### config.mk
export PLATFORM = sky130hd
export DESIGN_NAME = axis_tone_sequencer
export DESIGN_NICKNAME = d
export VERILOG_FILES = /design/src/rtl/axis_tone_sequencer.sv
export SDC_FILE = /design/constraint.sdc
export NUM_CORES = 1
export LEC_CHECK = 0
export CAP_MARGIN = 10
export CORE_MARGIN = 2
export CORE_UTILIZATION = 32
export CTS_BUF_LIST = sky130_fd_sc_hd__clkbuf_4
export DETAILED_ROUTE_END_ITERATION = 10
export PLACE_DENSITY = 0.59
export SYNTH_ARGS = -nofsm -noshare
export SYNTH_HDL_FRONTEND = slang
export SYNTH_SLANG_ARGS = --single-unit
### constraint.sdc
create_clock -name aclk -period 10.76 [get_ports aclk]
set_input_delay 1.076 -clock aclk [delete_from_list [all_inputs] [get_ports aclk]]
set_output_delay 1.076 -clock aclk [all_outputs]
set_load 0.05 [all_outputs]
### src/rtl/axis_tone_sequencer.sv
// rtl/axis_tone_sequencer.sv - table-driven NCO step sequencer with a config stream
//
// Loads up to DEPTH {dwell, step} entries from s_axis_cfg (tlast closes a table).
// On start, it plays each step on m_axis_step for dwell cycles, with optional looping.
// Ports:
//   aclk, arst              clock, asynchronous active-high reset
//   s_axis_cfg_tdata        {dwell, step}, with step in the LSBs
//   s_axis_cfg_tvalid/tlast/tready  config handshake, ready only while idle
//   start, abort, loop_en   sampled control levels
//   m_axis_step_tdata/tvalid  step word and enable toward the NCO
//   busy, done, entry_idx   status
module axis_tone_sequencer #(
  parameter int ACC_WIDTH   = 32,
  parameter int DWELL_WIDTH = 32,
  parameter int DEPTH       = 8,
  localparam int IW = (DEPTH > 1) ? $clog2(DEPTH) : 1
) (
  input  logic                             aclk,
  input  logic                             arst,
  input  logic [DWELL_WIDTH+ACC_WIDTH-1:0] s_axis_cfg_tdata,
  input  logic                             s_axis_cfg_tvalid,
  input  logic                             s_axis_cfg_tlast,
  output logic                             s_axis_cfg_tready,
  input  logic                             start,
  input  logic                             abort,
  input  logic                             loop_en,
  output logic [ACC_WIDTH-1:0]             m_axis_step_tdata,
  output logic                             m_axis_step_tvalid,
  output logic                             busy,
  output logic                             done,
  output logic [IW-1:0]                    entry_idx
);

  // Wide enough to hold DEPTH itself (write pointer saturation, entry count).
  localparam int PW = $clog2(DEPTH + 1);

  typedef enum logic [1:0] {S_IDLE, S_PLAY, S_DONE} state_t;

  state_t                 state_q, state_d;
  logic [PW-1:0]          wr_ptr_q, wr_ptr_d;
  logic [PW-1:0]          count_q, count_d;
  logic [IW-1:0]          idx_q, idx_d;
  logic [DWELL_WIDTH-1:0] dwell_cnt_q, dwell_cnt_d;
  logic [ACC_WIDTH-1:0]   tdata_q, tdata_d;
  logic                   tvalid_q, tvalid_d;
  logic                   done_q, done_d;

  logic [ACC_WIDTH-1:0]   step_mem  [DEPTH];
  logic [DWELL_WIDTH-1:0] dwell_mem [DEPTH];

  logic          cfg_fire;
  logic          cfg_store;
  logic          can_start;
  logic          last_cycle;
  logic          last_entry;
  logic [IW-1:0] next_idx;

  assign s_axis_cfg_tready = (state_q == S_IDLE);
  assign cfg_fire          = s_axis_cfg_tvalid && s_axis_cfg_tready;
  assign cfg_store         = cfg_fire && (wr_ptr_q < PW'(DEPTH));
  assign can_start         = start && !abort && (count_q != '0);
  // dwell_cnt_q holds the remaining cycles minus one for the current entry.
  assign last_cycle        = (dwell_cnt_q == '0);
  assign last_entry        = (PW'(idx_q) == count_q - PW'(1));

  // A dwell of zero plays for one cycle, just like a dwell of one.
  function automatic logic [DWELL_WIDTH-1:0] dwell_load(input logic [DWELL_WIDTH-1:0] d);
    return (d == '0) ? '0 : d - DWELL_WIDTH'(1);
  endfunction

  // State register
  always_ff @(posedge aclk or posedge arst) begin
    if (arst) begin
      state_q <= S_IDLE;
    end else begin
      state_q <= state_d;
    end
  end

  // Next-state logic. Abort wins over everything else.
  always_comb begin
    state_d = state_q;
    case (state_q)
      S_IDLE: if (can_start) state_d = S_PLAY;
      S_PLAY: begin
        if (abort) begin
          state_d = S_IDLE;
        end else if (last_cycle && last_entry && !loop_en) begin
          state_d = S_DONE;
        end
      end
      default: state_d = S_IDLE;
    endcase
  end

  // Output and datapath next values
  always_comb begin
    wr_ptr_d    = wr_ptr_q;
    count_d     = count_q;
    idx_d       = idx_q;
    dwell_cnt_d = dwell_cnt_q;
    tdata_d     = '0;
    tvalid_d    = 1'b0;
    done_d      = 1'b0;
    next_idx    = '0;

    // Beats past DEPTH are accepted but dropped; the pointer saturates at DEPTH.
    if (cfg_fire) begin
      if (cfg_store) wr_ptr_d = wr_ptr_q + PW'(1);
      if (s_axis_cfg_tlast) begin
        count_d  = cfg_store ? (wr_ptr_q + PW'(1)) : PW'(DEPTH);
        wr_ptr_d = '0;
      end
    end

    if (state_d == S_PLAY) begin
      tvalid_d = 1'b1;
      if (state_q == S_PLAY && !last_cycle) begin
        dwell_cnt_d = dwell_cnt_q - DWELL_WIDTH'(1);
        tdata_d     = tdata_q;
      end else begin
        // Entering PLAY, stepping to the next entry, or wrapping back to entry 0.
        if (state_q == S_PLAY && !last_entry) next_idx = idx_q + IW'(1);
        idx_d       = next_idx;
        dwell_cnt_d = dwell_load(dwell_mem[next_idx]);
        tdata_d     = step_mem[next_idx];
      end
    end else begin
      idx_d  = '0;
      done_d = (state_d == S_DONE);
    end
  end

  always_ff @(posedge aclk or posedge arst) begin
    if (arst) begin
      wr_ptr_q    <= '0;
      count_q     <= '0;
      idx_q       <= '0;
      dwell_cnt_q <= '0;
      tdata_q     <= '0;
      tvalid_q    <= 1'b0;
      done_q      <= 1'b0;
    end else begin
      wr_ptr_q    <= wr_ptr_d;
      count_q     <= count_d;
      idx_q       <= idx_d;
      dwell_cnt_q <= dwell_cnt_d;
      tdata_q     <= tdata_d;
      tvalid_q    <= tvalid_d;
      done_q      <= done_d;
    end
  end

  // The table is not reset, and it ignores beats while reset is held.
  always_ff @(posedge aclk) begin
    if (!arst && cfg_store) begin
      step_mem[wr_ptr_q[IW-1:0]]  <= s_axis_cfg_tdata[ACC_WIDTH-1:0];
      dwell_mem[wr_ptr_q[IW-1:0]] <= s_axis_cfg_tdata[ACC_WIDTH +: DWELL_WIDTH];
    end
  end

  assign m_axis_step_tdata  = tdata_q;
  assign m_axis_step_tvalid = tvalid_q;
  assign done               = done_q;
  assign busy               = (state_q != S_IDLE);
  assign entry_idx          = (state_q == S_PLAY) ? idx_q : '0;

endmodule

==> results by group, run 1 <==
STA
  • RSZ-0062 raised after global routing: no
  • Slew margin rel.: 0.209
  • Tcrit/Tclk final: 0.583
  • Peak Freq: 159 MHz
  • Max-slew violations: 0
  • Final setup violating endpoints: 0
  • Final period demand of the worst path: roughly 6.3 ns
  • Worst setup margin: around 4.5 ns
  • Clock Skew: a little under 0.06 ns
  • Fin Setup TNS: 0 ns
  • Worst hold margin: approximately 0.46 ns
  • Final hold vios: 0
  • Worst slew pin tran: 1.18 ns

Worst setup path
  • Critical Path AT: 7.00 ns
  • Worst setup path startpoint: idx_q[0]
  • CP cell instances: buf_4 -> xor2_2 -> and2_2 -> buf_4 -> a21boi_1 -> a211oi_1 -> or2_2 -> ha_1 -> inv_1 -> nor4_4 -> nand4b_4 -> nor3_2 -> or2_1 -> o21ai_0
  • CP Launch Type: flop
  • R2R setup slack: ~4.5 ns
  • Worst path bufs/invs: 3
  • CP max stage cell: or2_1
  • Crit Path Class: flop to flop
  • Top delay family on crit path: simple AND/OR/NAND/NOR gates
  • R2R depth: 14
  • Reg-to-Reg Start: idx_q[0]
  • Critical path's largest stage delay: 0.89 ns
  • Worst Setup End Kind: flop
  • Critical Path Stages: 14
  • Reg2reg end: dwell_cnt_q[4]
  • End point of the critical path: dwell_cnt_q[4]
  • CP Max Fanout: between 40 and 50
  • CP required: between 10 and 15 ns
  • Crit-path most repeated cell: buf_4

CTS
  • Clk_lat worst skew: 0.92 ns
  • CTS tree: yes
  • Num CTS Buffers: approximately 150
  • Clk Tree Root Cell: clkbuf_4
  • Clock Sinks: roughly 600
  • Clock tree buffer depth: 3
  • CTS resizes: 0
  • Hold buffer count at CTS: 0
  • Setup bufs post-CTS: 0
  • Worst-path clk slew: ~0.070 ns
  • H-tree depth: 4

Finish
  • Layout net count: between 2000 and 2500
  • Synth-to-layout area growth: 16.6%
  • Most common cell after layout, fill and taps aside: edfxtp_1
  • Layout cells sized above 1: 0.163
  • Final Util: 0.376
  • Most frequent cells in the layout: 512 x edfxtp_1, 235 x nand2_1, 199 x clkbuf_4

Synthesis
  • Cells after synthesis: 1867
  • Register area share after synthesis: 0.696
  • Number of flops mapped to enable cells by yosys: about 510
  • Synth unique cells: 95
  • Yosys top cell area share: 0.617
  • Post-synth top flop: edfxtp_1
  • YS warnings: 0
  • Syn Nets: ~1900
  • Avg Cell Area, Syn: roughly 13 µm²
  • FF+latch count, synth: roughly 590
  • Top cells by area, synth: edfxtp_1 62%, dfrtp_1 7.9%, nand2_1 3.5%, a221oi_1 2.5%, nand3_1 2.1%
  • Area leader, netlist: edfxtp_1
  • Mapped cell area: roughly 25000 µm²
  • Fraction of registers with async set/reset: 0.134

Routing
  • Via-to-Cell Ratio: about 5.4
  • Vias: around 17000
  • Residual DRC: 0
  • DRT Pass-1 Iters: 6
  • Drt total wl: between 60000 and 70000 µm
  • Antenna-violating nets left: 0
  • DRT iter0 DRCs: roughly 1900
  • Drt wl/cell: 21.6 µm

Global route
  • Total congestion overflow: 0
  • First-pass GRT wire length: between 100000 and 150000 µm
  • Vias in the first global route: 16800
  • All-Layer GR Usage: 0.169
  • Largest net degree at the start of global routing: 76
  • Initial antenna violation count: 8

Power and ir drop
  • LEAKAGE: between 9 and 10 nW
  • Worst ir drop on vdd: approximately 0.00013 V
  • Pwr dens: around 220 nW/µm²

Floorplanning
  • Initial core utilization: 0.322
  • Die area: around 80000 µm²
  • # IOs: 110
  • Row count: approximately 100
  • Die Ht: 283 µm
  • Core area: between 70000 and 80000 µm²
  • Die Wd: 283 µm

Place
  • Post-placement setup slack: 4.64 ns
  • GPL Wtd Cong: between 0.8 and 0.9
  • Final HPWL DP: between 30000 and 40000 µm
  • PortBufs: about 110

Status
  • Status: finished, final reports clean

Job
  • Maxcap violations: 0

Worst hold path
  • Worst hold path type: primary input to async pin
## worst register-to-register path: stages (launching register included)
cell and delay (ns):
dfrtp_2 0.34, buf_4 0.50, xor2_2 0.87, and2_2 0.54, buf_4 0.47, a21boi_1 0.36
a211oi_1 0.37, or2_2 0.21, ha_1 0.19, inv_1 0.11, nor4_4 0.55, nand4b_4 0.21
nor3_2 0.20, or2_1 0.89, o21ai_0 0.26
## report_power, final
part | leakage (nW) | switching, mW | internal (mW)
Sequential | 5.64 | 0.132 | 2.72
Combinational | 2.83 | 1.17 | 0.478
Clock | 1.12 | 0.908 | 0.990
## through the flow
step	cell area, µm²	std cells	total power, mW
6_report	29100	3188	6.39
5_1_grt	29100	3188	6.70
4_1_cts	29000	3184	6.44
3_5_place_dp	27100	2921	4.53
3_3_place_gp	27100	2921	4.49
2_1_floorplan	24900	1867	3.98
## layout make-up
cell class                 count  area [µm²]
clock inverter                64         422
inverter                      15        58.8
fill                        7365       48300
timing repair buffer         149        1390
antenna                        4        10.0
sequential                   591       17400
tap                         1040        1300
clock buffer                 199        1490
multi-input combinational   1126        7030
## registers in the layout (all words and copies together), names as in the netlist
register,count
done,1
step_mem,256
count_q,4
idx_q,3
dwell_mem,256
state_q,2
m_axis_step_tvalid,1
wr_ptr_q,4
m_axis_step_tdata,32
dwell_cnt_q,32
## kinds of logic (layout without fill, tap and decap cells)
family | Yosys count | count (layout) | share of synthesized area
and+or+nand+nor | 632 | 632 | 0.122
DFF | 591 | 591 | 0.696
AOI/OAI and AO/OA | 427 | 427 | 0.126
buffers and inverters | 150 | 427 | 0.0276
xor gates and xnor gates | 33 | 33 | 0.0128
muxes | 28 | 28 | 0.0131
adders and majority gates | 6 | 6 | 0.00301
other | 0 | 4 | 0
## Yosys cell counts (all sizes together) (15+ instances only)
cell type	instances
clkbuf	88
and2	23
mux2	16
or3	15
a31oi	19
a21oi	75
a221oi	72
dfrtp	79
nor3	86
buf	47
o21ai	108
nor4	22
edfxtp	512
nand3	107
nand2	235
o221ai	16
a311oi	33
a211oi	15
nor2	93
xnor2	18
## how the worst min path moves through the flow
stage                    startpoint         endpoint  slack [ns]  cells after the start
finish                         arst       state_q[1]        0.46                      2
floorplan           dwell_cnt_q[13]  dwell_cnt_q[13]        0.48                      2
CTS                            arst         idx_q[2]        0.40                      2
global placement    dwell_cnt_q[13]  dwell_cnt_q[13]        0.50                      2
detailed placement  dwell_cnt_q[13]  dwell_cnt_q[13]        0.52                      2
global route                   arst       count_q[1]        0.45                      2
## per-layer routing
metal	global-route usage	routed length, µm	part of all wire	vias to the layer above
li1	-	-	-	7696
met1	0.221	28700	0.42	8504
met2	0.267	32700	0.48	787
met3	0.0368	5360	0.078	134
met4	0.0798	1990	0.029	6
met5	0	35	0.00051	-
No activity file was read; power rests on OpenSTA's default activity.
==> run 2: changes to the inputs <==
--- a/config.mk
+++ b/config.mk
@@ -10,7 +10,7 @@
 export CORE_UTILIZATION = 32
 export CTS_BUF_LIST = sky130_fd_sc_hd__clkbuf_4
 export DETAILED_ROUTE_END_ITERATION = 10
-export PLACE_DENSITY = 0.59
+export PLACE_DENSITY = 0.6
 export SYNTH_ARGS = -nofsm -noshare
 export SYNTH_HDL_FRONTEND = slang
 export SYNTH_SLANG_ARGS = --single-unit
==> constraint.sdc (replaced) <==
create_clock -name aclk -period 5.25 [get_ports aclk]
set_input_delay 0.525 -clock aclk [delete_from_list [all_inputs] [get_ports aclk]]
set_output_delay 0.525 -clock aclk [all_outputs]
set_load 0.05 [all_outputs]
==> run 2 against run 1 <==
  * Clock-buffer cell count up 12
  * Critical path depth grew 1
  * Global-route usage rose by 0.57 points
  * Die area unchanged
  * Sequential power is 110% higher
  * Largest cell class unchanged
==> results by group, run 2 (same netlist as run 1, synthesis figures left out) <==
Routing
  • Drt wl/cell: 22.0 µm (+2.1%)
  • DRT iter0 DRCs: 1783 (-6.1%)
  • Via-to-Cell Ratio: 5.34 (-0.53%)
  • Drt total wl: 71100 µm (+3.4%)
  • Residual DRC: 0 (unchanged)
  • DRT Pass-1 Iters: 6 (unchanged)
  • Vias: 17200 (+0.69%)
  • Antenna-violating nets left: 0 (unchanged)

STA
  • Final setup violating endpoints: 0 (unchanged)
  • Fin Setup TNS: 0 ns (unchanged)
  • Slew margin rel.: 0.220 (+0.0110)
  • Tcrit/Tclk final: 0.896 (+0.312)
  • Peak Freq: 213 MHz (+33%)
  • RSZ-0062 raised after global routing: no
  • Worst hold margin: 0.285 ns (-0.173 ns)
  • Clock Skew: 0.0700 ns (+0.0105 ns)
  • Worst slew pin tran: 1.17 ns (-0.0134 ns)
  • Final hold vios: 0 (unchanged)
  • Max-slew violations: 0 (unchanged)
  • Final period demand of the worst path: 4.70 ns (-1.57 ns)

Place
  • Dpl cells: 2956 (+1.2%)
  • Placed cell areas: 27500 µm² (+1.2%)
  • Final HPWL DP: 42100 µm (+8.6%)
  • GPL Wtd Cong: 0.907 (+5.7%)
  • PortBufs: 109 (unchanged)

Worst setup path
  • CP cell instances: inv_1 -> ha_1 -> xor2_1 -> and2_2 -> buf_4 -> a21oi_1 -> a221oi_1 -> or2_2 -> ha_1 -> inv_1 -> nor4_4 -> nand4b_4 -> nor3_2 -> or2_2 -> o221ai_1
  • CP Launch Type: flop
  • Critical path's largest stage delay: 0.57 ns (-0.32 ns)
  • Critical Path AT: 5.41 ns (-1.59 ns)
  • Worst Setup End Kind: flop
  • CP max stage cell: or2_2
  • Crit Path Class: flop to flop
  • CP required: 5.96 ns (-5.52 ns)
  • R2R setup slack: 0.55 ns (-3.94 ns)
  • CP Max Fanout: 29 (-37%)

CTS
  • Setup bufs post-CTS: 0 (unchanged)
  • H-tree depth: 4 (unchanged)
  • Clock Sinks: 591 (unchanged)
  • Worst-path clk slew: 0.08 ns (about the same)
  • Clk Tree Root Cell: clkbuf_4
  • CTS tree: yes
  • Clock tree buffer depth: 3 (unchanged)
  • Clk_lat worst skew: 0.91 ns (about the same)
  • Num CTS Buffers: 145 (-0.68%)

Finish
  • Layout filler cell count: 7395 (+0.41%)
  • Layout net count: 2141 (+1.7%)
  • Layout cells sized above 1: 0.176 (+0.0137)
  • Post-route cell area: 29400 µm² (+1.1%)
  • Sequential cell area: 17400 µm² (unchanged)
  • Post-Layout Cell Count: 3227 (+1.2%)
  • Most frequent cells in the layout: 512 x edfxtp_1, 235 x nand2_1, 211 x clkbuf_4
  • Most common cell after layout, fill and taps aside: edfxtp_1
  • Area of the multi-input gates: 7040 µm² (+0.18%)
  • Synth-to-layout area growth: 17.9%

Floorplanning
  • # IOs: 110 (unchanged)
  • Initial core utilization: 0.322 (unchanged)
  • Core area: 77300 µm² (unchanged)
  • Die Ht: 283 µm (unchanged)
  • Die Wd: 283 µm (unchanged)
  • Row count: 102 (unchanged)
  • Die area: 80100 µm² (unchanged)

Power and ir drop
  • Pwr dens: 449 nW/µm² (+100%)
  • Worst ir drop on vdd: 0.000232 V (+83%)
  • LEAKAGE: 9.78 nW (+2.0%)

Status
  • Status: finished, final reports clean

Worst hold path
  • Worst hold path type: primary input to flop

Global route
  • Initial antenna violation count: 5 (-3)
  • First-pass GRT wire length: 107000 µm (+3.4%)
  • Vias in the first global route: 17400 (+3.4%)
  • Largest net degree at the start of global routing: 98 (+29%)
  • All-Layer GR Usage: 0.174 (+0.00575)
  • Total congestion overflow: 0 (unchanged)

Job
  • Maxcap violations: 0 (unchanged)
==> run 2: where the power goes <==
group          switching, mW  internal, mW  leakage, nW
sequential             0.289          5.57         5.64
clock                   1.85          2.01         1.12
combinational           2.41          1.07         3.02
==> run 2: final cells by class <==
type | count | area share
antenna | 5 | 0.000426
clock buffer | 211 | 0.0539
clock inverter | 54 | 0.0108
inverter | 15 | 0.00200
multi-input combinational | 1126 | 0.240
sequential | 591 | 0.591
tap | 1040 | 0.0443
timing repair buffer | 185 | 0.0583
==> run 2: critical path, delay by kind of cell, from the launching register on <==
family	cells	cell delay, ns
AOI/OAI and AO/OA	3	0.80
DFF	1	0.47
and+or+nand+nor	6	1.98
buffers and inverters	3	0.49
adders and majority gates	2	0.50
xor gates and xnor gates	1	0.28
==> run 2: final timing paths <==
| path | startpoint | endpoint | cells past startpoint |
|---|---|---|---|
| max | count_q[0] | dwell_cnt_q[9] | 15 |
| min in group asynchronous | arst | wr_ptr_q[2] | 3 |
| min | s_axis_cfg_tvalid | wr_ptr_q[2] | 4 |
| max reg2reg | count_q[0] | dwell_cnt_q[9] | 15 |
| min reg2reg | dwell_cnt_q[28] | dwell_cnt_q[28] | 1 |
| max in group asynchronous | arst | idx_q[0] | 4 |
==> run 2: repair_timing <==
item | CTS | global route
hold endpoints to repair | 13 | 0
resized for setup | 0 | 1
setup endpoints to repair | 0 | 29
hold buffers | 1 | 0
==> run 2: per-layer routing <==
metal / GRT usage / share of wire / vias up
met5: 0 / 0.00021 / -
li1: - / - / 7759
met1: 0.224 / 0.41 / 8590
met2: 0.283 / 0.48 / 733
met3: 0.0337 / 0.069 / 161
met4: 0.0836 / 0.039 / 2
==> run 2: per-stage QoR <==
step	setup slack, ns	utilization	power, mW
after floorplan	-0.658	-	8.15
after detailed placement	0.299	0.355	9.39
final	0.547	0.380	13.2
after global placement	0.368	0.355	9.33
after global routing	0.181	0.380	13.8
after CTS	0.268	0.380	13.3
